`src/rtl/trap_ctrl_pkg.sv`:
```
// trap_ctrl_pkg
//   Shared types and constants for the machine-mode trap controller:
//   FSM state encoding, mcause codes for exception and interrupt lines,
//   interrupt priority order and the latched trap CSR record.
//   No ports.
package trap_ctrl_pkg;

  localparam int TRAP_XLEN = 32;

  typedef enum logic [1:0] {
    ST_IDLE       = 2'd0,
    ST_FLUSH      = 2'd1,
    ST_MRET_FLUSH = 2'd2,
    ST_REDIRECT   = 2'd3
  } trap_state_e;

  // Exception request bit i reports mcause code EXC_CODE[i].
  localparam logic [4:0] EXC_CODE [8] = '{5'd0, 5'd1, 5'd2, 5'd3, 5'd4, 5'd5, 5'd6, 5'd7};

  // Interrupt line i reports mcause code IRQ_CODE[i] (soft, timer, ext).
  localparam logic [4:0] IRQ_CODE [3] = '{5'd3, 5'd7, 5'd11};

  // Interrupt lines listed from highest to lowest priority: ext, soft, timer.
  localparam int IRQ_PRIO_LINE [3] = '{2, 0, 1};

  localparam logic [1:0] PRIV_U = 2'b00;
  localparam logic [1:0] PRIV_M = 2'b11;

  typedef struct packed {
    logic [TRAP_XLEN-1:0] mepc;
    logic [TRAP_XLEN-1:0] mcause;
    logic [TRAP_XLEN-1:0] mtval;
  } trap_csr_t;

endpackage

```
`src/rtl/trap_ctrl_prio_enc.sv`:
```
// trap_ctrl_prio_enc
//   Fixed-priority encoder: the lowest-index asserted request wins.
//   Ports:
//     req   in  N   request vector
//     valid out 1   any request asserted
//     idx   out IW  index of the winning request (0 when none)
module trap_ctrl_prio_enc #(
  parameter int N  = 8,
  parameter int IW = (N > 1) ? $clog2(N) : 1
) (
  input  logic [N-1:0]  req,
  output logic          valid,
  output logic [IW-1:0] idx
);

  always_comb begin
    valid = |req;
    idx   = '0;
    // Scan downwards so the lowest asserted index is the last assignment.
    for (int i = N - 1; i >= 0; i--) begin
      if (req[i]) idx = IW'(i);
    end
  end

endmodule

```
`src/rtl/trap_ctrl.sv`:
```
// trap_ctrl
//   Machine-mode trap controller. Arbitrates synchronous exceptions and
//   interrupts, owns mepc/mcause/mtval and mstatus MIE/MPIE/MPP, sequences
//   pipeline flush and a ready/valid PC redirect to fetch, and executes MRET.
//   Build option: TRAP_VECTORED_EN enables MTVEC vectored mode (mode 1) for
//   interrupts; without it the mode bits are ignored and all traps go to base.
//   Ports:
//     CLK, RSTn (synchronous, active-low), EN
//     EXC_REQ/EXC_PC/EXC_TVAL     exception request, faulting PC, trap value
//     IRQ_PEND/IRQ_PC             pending interrupts, PC of next retiring instr
//     MRET_DETECTED               MRET pulse from decode
//     MTVEC                       trap vector base + mode
//     REDIRECT_READY/VALID/PC     redirect handshake to fetch
//     FLUSH                       kill younger instructions (one cycle)
//     MEPC_o/MCAUSE_o/MTVAL_o     trap CSRs
//     MSTATUS_MIE/MPIE/MPP        mstatus trap fields
//     TRAP_BUSY                   controller not idle
//
//   state       | meaning
//   ST_IDLE     | waiting for exception, interrupt or MRET
//   ST_FLUSH    | trap accepted; flush pipeline, compute trap target
//   ST_MRET_FLUSH | MRET accepted; flush pipeline, restore mstatus
//   ST_REDIRECT | present redirect to fetch until accepted
module trap_ctrl
  import trap_ctrl_pkg::*;
#(
  parameter int XLEN    = TRAP_XLEN,
  parameter int NUM_EXC = 8,
  parameter int NUM_IRQ = 3
) (
  input  logic               CLK,
  input  logic               RSTn,
  input  logic               EN,
  input  logic [NUM_EXC-1:0] EXC_REQ,
  input  logic [XLEN-1:0]    EXC_PC,
  input  logic [XLEN-1:0]    EXC_TVAL,
  input  logic [NUM_IRQ-1:0] IRQ_PEND,
  input  logic [XLEN-1:0]    IRQ_PC,
  input  logic               MRET_DETECTED,
  input  logic [XLEN-1:0]    MTVEC,
  input  logic               REDIRECT_READY,
  output logic               FLUSH,
  output logic               REDIRECT_VALID,
  output logic [XLEN-1:0]    REDIRECT_PC,
  output logic [XLEN-1:0]    MEPC_o,
  output logic [XLEN-1:0]    MCAUSE_o,
  output logic [XLEN-1:0]    MTVAL_o,
  output logic               MSTATUS_MIE,
  output logic               MSTATUS_MPIE,
  output logic [1:0]         MSTATUS_MPP,
  output logic               TRAP_BUSY
);

  localparam int EXC_IW = (NUM_EXC > 1) ? $clog2(NUM_EXC) : 1;
  localparam int IRQ_IW = (NUM_IRQ > 1) ? $clog2(NUM_IRQ) : 1;

  trap_state_e       state_q, state_d;
  trap_csr_t         csr_q;
  logic              mie_q, mpie_q;
  logic [1:0]        mpp_q;
  logic [XLEN-1:0]   redirect_pc_q;

  logic              exc_valid, irq_valid;
  logic [EXC_IW-1:0] exc_idx;
  logic [IRQ_IW-1:0] irq_idx;
  logic [NUM_IRQ-1:0] irq_ordered;
  logic              take_exc, take_irq, take_mret;
  logic [XLEN-1:0]   exc_cause, irq_cause;
  logic [XLEN-1:0]   mtvec_base, trap_target;

  // Reorder interrupt lines so the encoder's lowest-index-wins rule yields ext > soft > timer.
  always_comb begin
    irq_ordered = '0;
    for (int k = 0; k < NUM_IRQ; k++) irq_ordered[k] = IRQ_PEND[IRQ_PRIO_LINE[k]];
  end

  trap_ctrl_prio_enc #(.N(NUM_EXC), .IW(EXC_IW)) u_exc_enc (
    .req   (EXC_REQ),
    .valid (exc_valid),
    .idx   (exc_idx)
  );

  trap_ctrl_prio_enc #(.N(NUM_IRQ), .IW(IRQ_IW)) u_irq_enc (
    .req   (irq_ordered),
    .valid (irq_valid),
    .idx   (irq_idx)
  );

  assign exc_cause = {{(XLEN-5){1'b0}}, EXC_CODE[exc_idx]};
  assign irq_cause = {1'b1, {(XLEN-6){1'b0}}, IRQ_CODE[IRQ_PRIO_LINE[irq_idx]]};

  assign mtvec_base = {MTVEC[XLEN-1:2], 2'b00};

`ifdef TRAP_VECTORED_EN
  always_comb begin
    trap_target = mtvec_base;
    if (MTVEC[1:0] == 2'b01 && csr_q.mcause[XLEN-1])
      trap_target = mtvec_base + {csr_q.mcause[XLEN-3:0], 2'b00};
  end
`else
  logic unused_mtvec_mode;
  assign unused_mtvec_mode = ^MTVEC[1:0];
  assign trap_target       = mtvec_base;
`endif

  always_comb begin
    state_d   = state_q;
    take_exc  = 1'b0;
    take_irq  = 1'b0;
    take_mret = 1'b0;
    case (state_q)
      ST_IDLE: begin
        if (EN) begin
          if (exc_valid) begin
            take_exc = 1'b1;
            state_d  = ST_FLUSH;
          end else if (irq_valid && mie_q) begin
            take_irq = 1'b1;
            state_d  = ST_FLUSH;
          end else if (MRET_DETECTED) begin
            take_mret = 1'b1;
            state_d   = ST_MRET_FLUSH;
          end
        end
      end
      ST_FLUSH, ST_MRET_FLUSH: state_d = ST_REDIRECT;
      ST_REDIRECT: if (REDIRECT_READY) state_d = ST_IDLE;
      default: state_d = ST_IDLE;
    endcase
  end

  always_ff @(posedge CLK) begin
    if (!RSTn) begin
      state_q       <= ST_IDLE;
      csr_q         <= '0;
      mie_q         <= 1'b0;
      mpie_q        <= 1'b0;
      mpp_q         <= PRIV_U;
      redirect_pc_q <= '0;
    end else begin
      state_q <= state_d;
      if (take_exc) begin
        csr_q.mepc   <= {EXC_PC[XLEN-1:2], 2'b00};
        csr_q.mcause <= exc_cause;
        csr_q.mtval  <= EXC_TVAL;
      end
      if (take_irq) begin
        csr_q.mepc   <= {IRQ_PC[XLEN-1:2], 2'b00};
        csr_q.mcause <= irq_cause;
        csr_q.mtval  <= '0;
      end
      if (take_exc || take_irq) begin
        mpie_q <= mie_q;
        mie_q  <= 1'b0;
        mpp_q  <= PRIV_M;
      end
      // Target is taken from the CSRs latched on the accept edge.
      if (state_q == ST_FLUSH) redirect_pc_q <= trap_target;
      if (state_q == ST_MRET_FLUSH) begin
        redirect_pc_q <= csr_q.mepc;
        mie_q         <= mpie_q;
        mpie_q        <= 1'b1;
        mpp_q         <= PRIV_U;
      end
    end
  end

  assign FLUSH          = (state_q == ST_FLUSH) || (state_q == ST_MRET_FLUSH);
  assign REDIRECT_VALID = (state_q == ST_REDIRECT);
  assign REDIRECT_PC    = redirect_pc_q;
  assign MEPC_o         = csr_q.mepc;
  assign MCAUSE_o       = csr_q.mcause;
  assign MTVAL_o        = csr_q.mtval;
  assign MSTATUS_MIE    = mie_q;
  assign MSTATUS_MPIE   = mpie_q;
  assign MSTATUS_MPP    = mpp_q;
  assign TRAP_BUSY      = (state_q != ST_IDLE);

endmodule
```
`config.mk`:
```
export PLATFORM = sky130hd
export DESIGN_NAME = trap_ctrl
export DESIGN_NICKNAME = d
export VERILOG_FILES = /design/src/rtl/trap_ctrl_pkg.sv /design/src/rtl/trap_ctrl_prio_enc.sv /design/src/rtl/trap_ctrl.sv
export SDC_FILE = /design/constraint.sdc
export NUM_CORES = 1
export LEC_CHECK = 0
export BUFFER_PORTS_ARGS = -buffer_cell sky130_fd_sc_hd__clkbuf_2
export CORE_MARGIN = 5
export CORE_UTILIZATION = 47
export CTS_CLUSTER_DIAMETER = 40
export DETAILED_ROUTE_END_ITERATION = 10
export PLACE_DENSITY = 0.88
export SETUP_SLACK_MARGIN = 0.3
export SLEW_MARGIN = 0
export SYNTH_ARGS = -nofsm -noshare
export SYNTH_HDL_FRONTEND = slang
export SYNTH_SLANG_ARGS = --single-unit
```
`constraint.sdc`:
```
create_clock -name CLK -period 3.3 [get_ports CLK]
set_clock_uncertainty 0.1 [all_clocks]
set_input_delay 0.165 -clock CLK [delete_from_list [all_inputs] [get_ports CLK]]
set_output_delay 0.165 -clock CLK [all_outputs]
set_load 0.1 [all_outputs]
```
==> impl_metrics.env, run 1 <==
export IMPL_status="finished clean"
export IMPL_cts_tree="done"
export IMPL_drc=0
export IMPL_antenna_found_initial=0
export IMPL_drtIter0Drc=337
export IMPL_hold_class="in -> reg"
export IMPL_path_buf_inv=2
export IMPL_slew_viol_final=0
export IMPL_cp_slowest_cell="a21oi_2"
export IMPL_power_mw=4.38
export IMPL_drtPass1Iterations=4
export IMPL_clk_latency_ns=0.36
export IMPL_p_per_area_nw_per_um2=669
export IMPL_critPathMaxFanout=14
export IMPL_post_dp_hpwl_um=11100
export IMPL_start_util=0.476
export IMPL_rsz0062_at_grt="no"
export IMPL_path_cells="inv_1, ha_2, nand3_1, a21oi_2, and2_0, a221o_1, dlygate4sd3_1"
export IMPL_htree_num_levels=3
export IMPL_fp_dieW_um=109
export IMPL_crit_arrival_ns=2.96
export IMPL_worstSetupStartpointType="flop"
export IMPL_core_area_um2=9680
export IMPL_grt_start_max_net_pins=61
export IMPL_yosys_top_cells_area="dfxtp_1, mux2i_1, buf_4"
export IMPL_finalCriticalPeriod_ns=2.76
export IMPL_max_slew_margin=0.337
export IMPL_grt_pass1_wl_um=24200
export IMPL_finalHoldViolCount=0
export IMPL_grt_ovfl_total=0
export IMPL_path_class="reg -> reg"
export IMPL_synth_edf_count=0
export IMPL_final_nets=937
export IMPL_crit_family="compound AO/OA/AOI/OAI gates"
export IMPL_most_common_layout_cells="clkbuf_2, dfxtp_1, nand2_1, dlygate4sd3_1, a21oi_1"
export IMPL_synth_async_reset_ratio=0
export IMPL_total_leakage_power_nw=2.96
export IMPL_drv_cap=0
export IMPL_track_usage=0.259
export IMPL_vias=4801
export IMPL_cts_buffers=9
export IMPL_avgSynthCellArea_um2=9.07
export IMPL_final_area_um2=6540
export IMPL_ys_seq_elements=102
export IMPL_timing_final_crit_share=0.837
export IMPL_wl_per_cell_um=17.1
export IMPL_diodes=0
export IMPL_rows=36
export IMPL_grt_pass1_vias=4981
export IMPL_synth_top_area_cell="dfxtp_1"
export IMPL_synth_ff_type="dfxtp_1"
export IMPL_die_h_um=109
export IMPL_synth_cell_type_count=44
export IMPL_timing_fmax_mhz=362
export IMPL_gp_congestion=0.806
export IMPL_area_delta_synth_final_pct=42.0
export IMPL_cp_slowest_stage_delay_ns=0.60
export IMPL_cts_setup_buffers=0
export IMPL_whs_ns=0.0132
export IMPL_post_place_cells=851
export IMPL_clock_path_buffers=2
export IMPL_clk_pin_slew_ns=0.11
export IMPL_pin_count=279
export IMPL_setup_viol=0
export IMPL_peakVddDrop_v=0.000459
export IMPL_netlist_area_leader_share=0.443
export IMPL_clock_sinks=102
export IMPL_fin_tns_setup_ns=0
export IMPL_die_area_um2=11900
export IMPL_io_buffers=241
export IMPL_drive_gt1_frac=0.355
export IMPL_routed_wl_um=15900
export IMPL_via_per_inst=5.17
export IMPL_mappedNetlistArea_um2=4610
export IMPL_layout_commonest_cell="clkbuf_2"
export IMPL_dpl_cell_area_um2=5740
export IMPL_final_cells=928
export IMPL_ys_warn_count=0
export IMPL_postRouteAntennaNets=0
export IMPL_ys_seq_area_frac=0.443
export IMPL_worstSetupEndpointType="flop"
export IMPL_cts_root_buf="clkbuf_8"
export IMPL_syn_inst=508
export IMPL_worstMarginPinSlew_ns=0.993
export IMPL_crit_required_ns=3.50
[layer usage]
| layer | up-vias | part of all wire | global-route usage | wire [um] |
|---|---|---|---|---|
| met5 | - | 0 | 0 | 0 |
| met4 | 0 | 0.035 | 0.118 | 556 |
| met3 | 51 | 0.088 | 0.0657 | 1390 |
| met2 | 241 | 0.50 | 0.473 | 7970 |
| met1 | 2187 | 0.38 | 0.279 | 5950 |
| li1 | 2322 | - | - | - |
[power breakdown]
group / switching, mW / internal, mW / total, mW
clock: 0.445 / 0.306 / 0.751
sequential: 0.104 / 1.39 / 1.49
combinational: 1.75 / 0.383 / 2.13
total: 2.30 / 2.08 / 4.38
[sequential cells by signal, indices dropped and copies added, names as in the netlist]
register / cells
state_q: 2
MTVAL_o: 32
MSTATUS_MPIE: 1
MCAUSE_o: 5
REDIRECT_PC: 30
MSTATUS_MIE: 1
MSTATUS_MPP: 1
MEPC_o: 30
[metrics by stage]
stage,setup slack [ns],utilization
final,0.537,0.676
after global routing,0.393,0.676
after CTS,0.531,0.675
after detailed placement,0.686,0.593
after global placement,0.778,0.593
after floorplan,0.922,-
[worst min-delay path, cell delays in order]
cell and delay [ns]:
clkbuf_2 0.08, a21boi_0 0.07, o2bb2ai_1 0.13
[synthesized netlist by cell type (all sizes together), types with 2 or more instances]
cell type and count:
a211oi 30, a21boi 16, a21oi 40, a221o 15, a31oi 2, and2 15
buf 52, clkbuf 20, dfxtp 102, ha 3, inv 8, mux2i 30
nand2 70, nand2b 3, nand3 2, nand4 18, nor2 34, nor3 4
nor4 5, nor4b 2, o21ai 6, o2bb2ai 16, o31ai 2, or4 2
[layout make-up]
| class | instances | area [um^2] |
|---|---|---|
| fill | 748 | 3140 |
| clock inverter | 6 | 52.6 |
| inverter | 8 | 30.0 |
| sequential | 102 | 2040 |
| tap | 133 | 166 |
| timing repair buffer | 313 | 1900 |
| clock buffer | 10 | 138 |
| multi-input combinational | 356 | 2220 |
[final timing paths]
path | start | end | slack [ns] | cells after the start
worst max-delay path | state_q[0]$_SDFFE_PN0P_ | MEPC_o[30]$_SDFFE_PN0P_ | 0.54 | 7
worst min-delay path | EXC_PC[8] | MEPC_o[8]$_SDFFE_PN0P_ | 0.01 | 3
worst max register to register | state_q[0]$_SDFFE_PN0P_ | MEPC_o[30]$_SDFFE_PN0P_ | 0.54 | 7
worst min register to register | MTVAL_o[1]$_SDFFE_PP0P_ | MTVAL_o[1]$_SDFFE_PP0P_ | 0.36 | 2
[cells by family (layout without fill, tap and decap cells)]
| logic type | Yosys count | after routing | synth area share |
|---|---|---|---|
| flip-flops | 102 | 102 | 0.443 |
| other | 1 | 31 | 0.000814 |
| multiplexers | 30 | 30 | 0.0652 |
| adder cells (fa/ha/maj) | 3 | 3 | 0.00815 |
| AND/OR/NAND/NOR | 156 | 156 | 0.164 |
| buffers and inverters | 80 | 337 | 0.104 |
| AO/OA/AOI/OAI | 136 | 136 | 0.215 |
[repair_timing]
action / in CTS / in global routing
hold buffers: 61 / 0
endpoints found under the hold margin: 55 / 0
resized for setup: 0 / 1
endpoints found under the setup margin: 0 / 2
No activity file was read; power rests on OpenSTA's default activity.
==> run 2, diff against run 1 <==
--- a/config.mk
+++ b/config.mk
@@ -7,10 +7,10 @@
 export LEC_CHECK = 0
 export BUFFER_PORTS_ARGS = -buffer_cell sky130_fd_sc_hd__clkbuf_2
 export CORE_MARGIN = 5
-export CORE_UTILIZATION = 47
+export CORE_UTILIZATION = 43
 export CTS_CLUSTER_DIAMETER = 40
 export DETAILED_ROUTE_END_ITERATION = 10
-export PLACE_DENSITY = 0.88
+export PLACE_DENSITY = 0.82
 export SETUP_SLACK_MARGIN = 0.3
 export SLEW_MARGIN = 0
 export SYNTH_ARGS = -nofsm -noshare
==> constraint.sdc (replaced) <==
create_clock -name CLK -period 2.8 [get_ports CLK]
set_clock_uncertainty 0.1 [all_clocks]
set_input_delay 0.14 -clock CLK [delete_from_list [all_inputs] [get_ports CLK]]
set_output_delay 0.14 -clock CLK [all_outputs]
set_load 0.1 [all_outputs]
==> run 2 against run 1 <==
Effect of this change:
- non-clock buffer count increased by 26
- clock power rose by 24%
- setup slack worse by 0.010 ns
- sequential share of layout area is 1.3 points lower
- sequential cell count is the same
- register-to-register slack about the same
- combinational power is 20% higher
- critical path depth fell by 4
- via count increased by 4.3%
- clock-buffer cell count is 1 higher
- wire length rose by 4.8%
- core utilization shrank 1.8 points
- largest cell class unchanged
- highest routed layer unchanged
==> impl_metrics.env, run 2 (same netlist as run 1, synthesis figures left out) <==
export IMPL_max_slew_margin=0.451
export IMPL_hold_class="in -> reg"
export IMPL_io_buffers=241
export IMPL_peakVddDrop_v=0.000537
export IMPL_cts_root_buf="clkbuf_8"
export IMPL_drc=0
export IMPL_final_cells=956
export IMPL_post_place_cells=857
export IMPL_slew_viol_final=0
export IMPL_cts_setup_buffers=0
export IMPL_diodes=0
export IMPL_p_int_mw=2.56
export IMPL_cts_buffers=9
export IMPL_p_seq_frac=0.336
export IMPL_grt_pass1_wl_um=25500
export IMPL_most_common_layout_cells="clkbuf_2, dfxtp_1, dlygate4sd3_1, nand2_1, a21oi_1"
export IMPL_dp_slack_ns=0.622
export IMPL_crit_arrival_ns=2.03
export IMPL_clkPwrFrac=0.178
export IMPL_clk_pin_slew_ns=0.10
export IMPL_status="finished clean"
export IMPL_postCtsResizedCells=0
export IMPL_worstMarginPinSlew_ns=0.821
export IMPL_finalCriticalPeriod_ns=2.27
export IMPL_total_leakage_power_nw=3.07
export IMPL_crit_required_ns=2.56
export IMPL_vias=5008
export IMPL_setup_viol=0
export IMPL_fp_dieW_um=114
export IMPL_gp_congestion=0.868
export IMPL_cts_tree="done"
export IMPL_final_area_um2=6820
export IMPL_via_per_inst=5.24
export IMPL_post_dp_hpwl_um=11400
export IMPL_layout_commonest_cell="clkbuf_2"
export IMPL_grt_start_max_net_pins=37
export IMPL_critPathMaxFanout=28
export IMPL_postRouteAntennaNets=0
export IMPL_die_h_um=114
export IMPL_routed_wl_um=16600
export IMPL_finalHoldViolCount=0
export IMPL_drv_cap=0
export IMPL_core_area_um2=10400
export IMPL_power_switching_mw=2.68
export IMPL_worstSetupEndpointType="output pin"
export IMPL_rows=37
export IMPL_clk_latency_ns=0.35
export IMPL_area_delta_synth_final_pct=48.0
export IMPL_path_class="reg -> out"
export IMPL_setup_ws_ns=0.527
export IMPL_rsz0062_at_grt="no"
export IMPL_start_util=0.444
export IMPL_final_nets=963
export IMPL_clock_sinks=102
export IMPL_drive_gt1_frac=0.344
export IMPL_wl_per_cell_um=17.4
export IMPL_n_fill_cell=818
export IMPL_die_area_um2=12900
export IMPL_grt_ovfl_total=0
export IMPL_p_per_area_nw_per_um2=769
export IMPL_antenna_found_initial=0
export IMPL_combinationalPowerShare=0.486
export IMPL_sw_frac_of_total=0.512
export IMPL_fin_tns_setup_ns=0
export IMPL_clock_path_buffers=2
export IMPL_timing_fmax_mhz=440
export IMPL_drtIter0Drc=382
export IMPL_drtPass1Iterations=5
export IMPL_largest_reg_flops=32
export IMPL_htree_num_levels=3
export IMPL_pin_count=279
export IMPL_worstSetupStartpointType="flop"
export IMPL_dpl_cell_area_um2=5780
export IMPL_grt_pass1_vias=5237
export IMPL_timing_final_crit_share=0.812
export IMPL_track_usage=0.245
-- run 2: changes by cell type in the layout (fill, tap and decap cells not counted) --
cell	change
clkbuf_1	+1
buf_4	+2
inv_8	-1
nand2_2	-1
clkinvlp_4	-2
nand2_1	+1
dlygate4sd3_1	+23
bufinv_16	+1
buf_12	+1
-- run 2: path summary, 6_finish.rpt --
kind                           startpoint                      endpoint  slack [ns]  depth (start not counted)
hold / removal                  MTVEC[14]  REDIRECT_PC[14]$_SDFFE_PN0P_        0.01                          3
setup / recovery  state_q[1]$_SDFFE_PN0P_                         FLUSH        0.53                          3
setup reg to reg  state_q[0]$_SDFFE_PN0P_        MEPC_o[4]$_SDFFE_PN0P_        0.53                          6
hold reg to reg   MTVAL_o[1]$_SDFFE_PP0P_       MTVAL_o[1]$_SDFFE_PP0P_        0.36                          2
-- run 2: area by class of cell --
cell class / instances / area (um^2) / area share
multi-input cells: 356 / 2210 / 0.325
well taps: 136 / 170 / 0.0250
repair buffers: 339 / 2160 / 0.317
flip-flops and latches: 102 / 2040 / 0.300
clock inverters: 4 / 56.3 / 0.00826
inverters: 8 / 30.0 / 0.00440
clock buffers: 11 / 141 / 0.0207
-- run 2: repair_timing --
action,CTS,global route
setup endpoints to repair,0,0
hold endpoints to repair,72,1
hold buffers,83,1
-- run 2: metal layers --
layer,track usage,vias to the layer above,wire length (um)
met5,0,-,0
met4,0.116,0,587
met3,0.0584,47,1400
met2,0.443,261,8410
met1,0.267,2332,6240
li1,-,2368,-
-- run 2: power groups by stage --
stage	registers, mW	clock network [mW]	logic, mW
final	1.76	0.932	2.55
after global routing	1.79	1.02	2.64
after CTS	1.76	0.957	2.53
after detailed placement	1.79	0	2.44
after global placement	1.78	0	2.41
after floorplan	3.08	0	0.760
-- run 2: worst max-delay path, cell delays in order (launching register included) --
cell	delay (ns)
dfxtp_1	0.40
inv_1	0.08
ha_2	0.65
clkbuf_2	0.55
-- run 2: stage by stage --
step	power (mW)	utilization	hold WS [ns]
after CTS	5.25	0.656	0.00122
final	5.24	0.657	0.0125
after floorplan	3.84	-	0.176
after global routing	5.45	0.657	0.00636
after detailed placement	4.23	0.557	0.269
after global placement	4.19	0.557	0.263
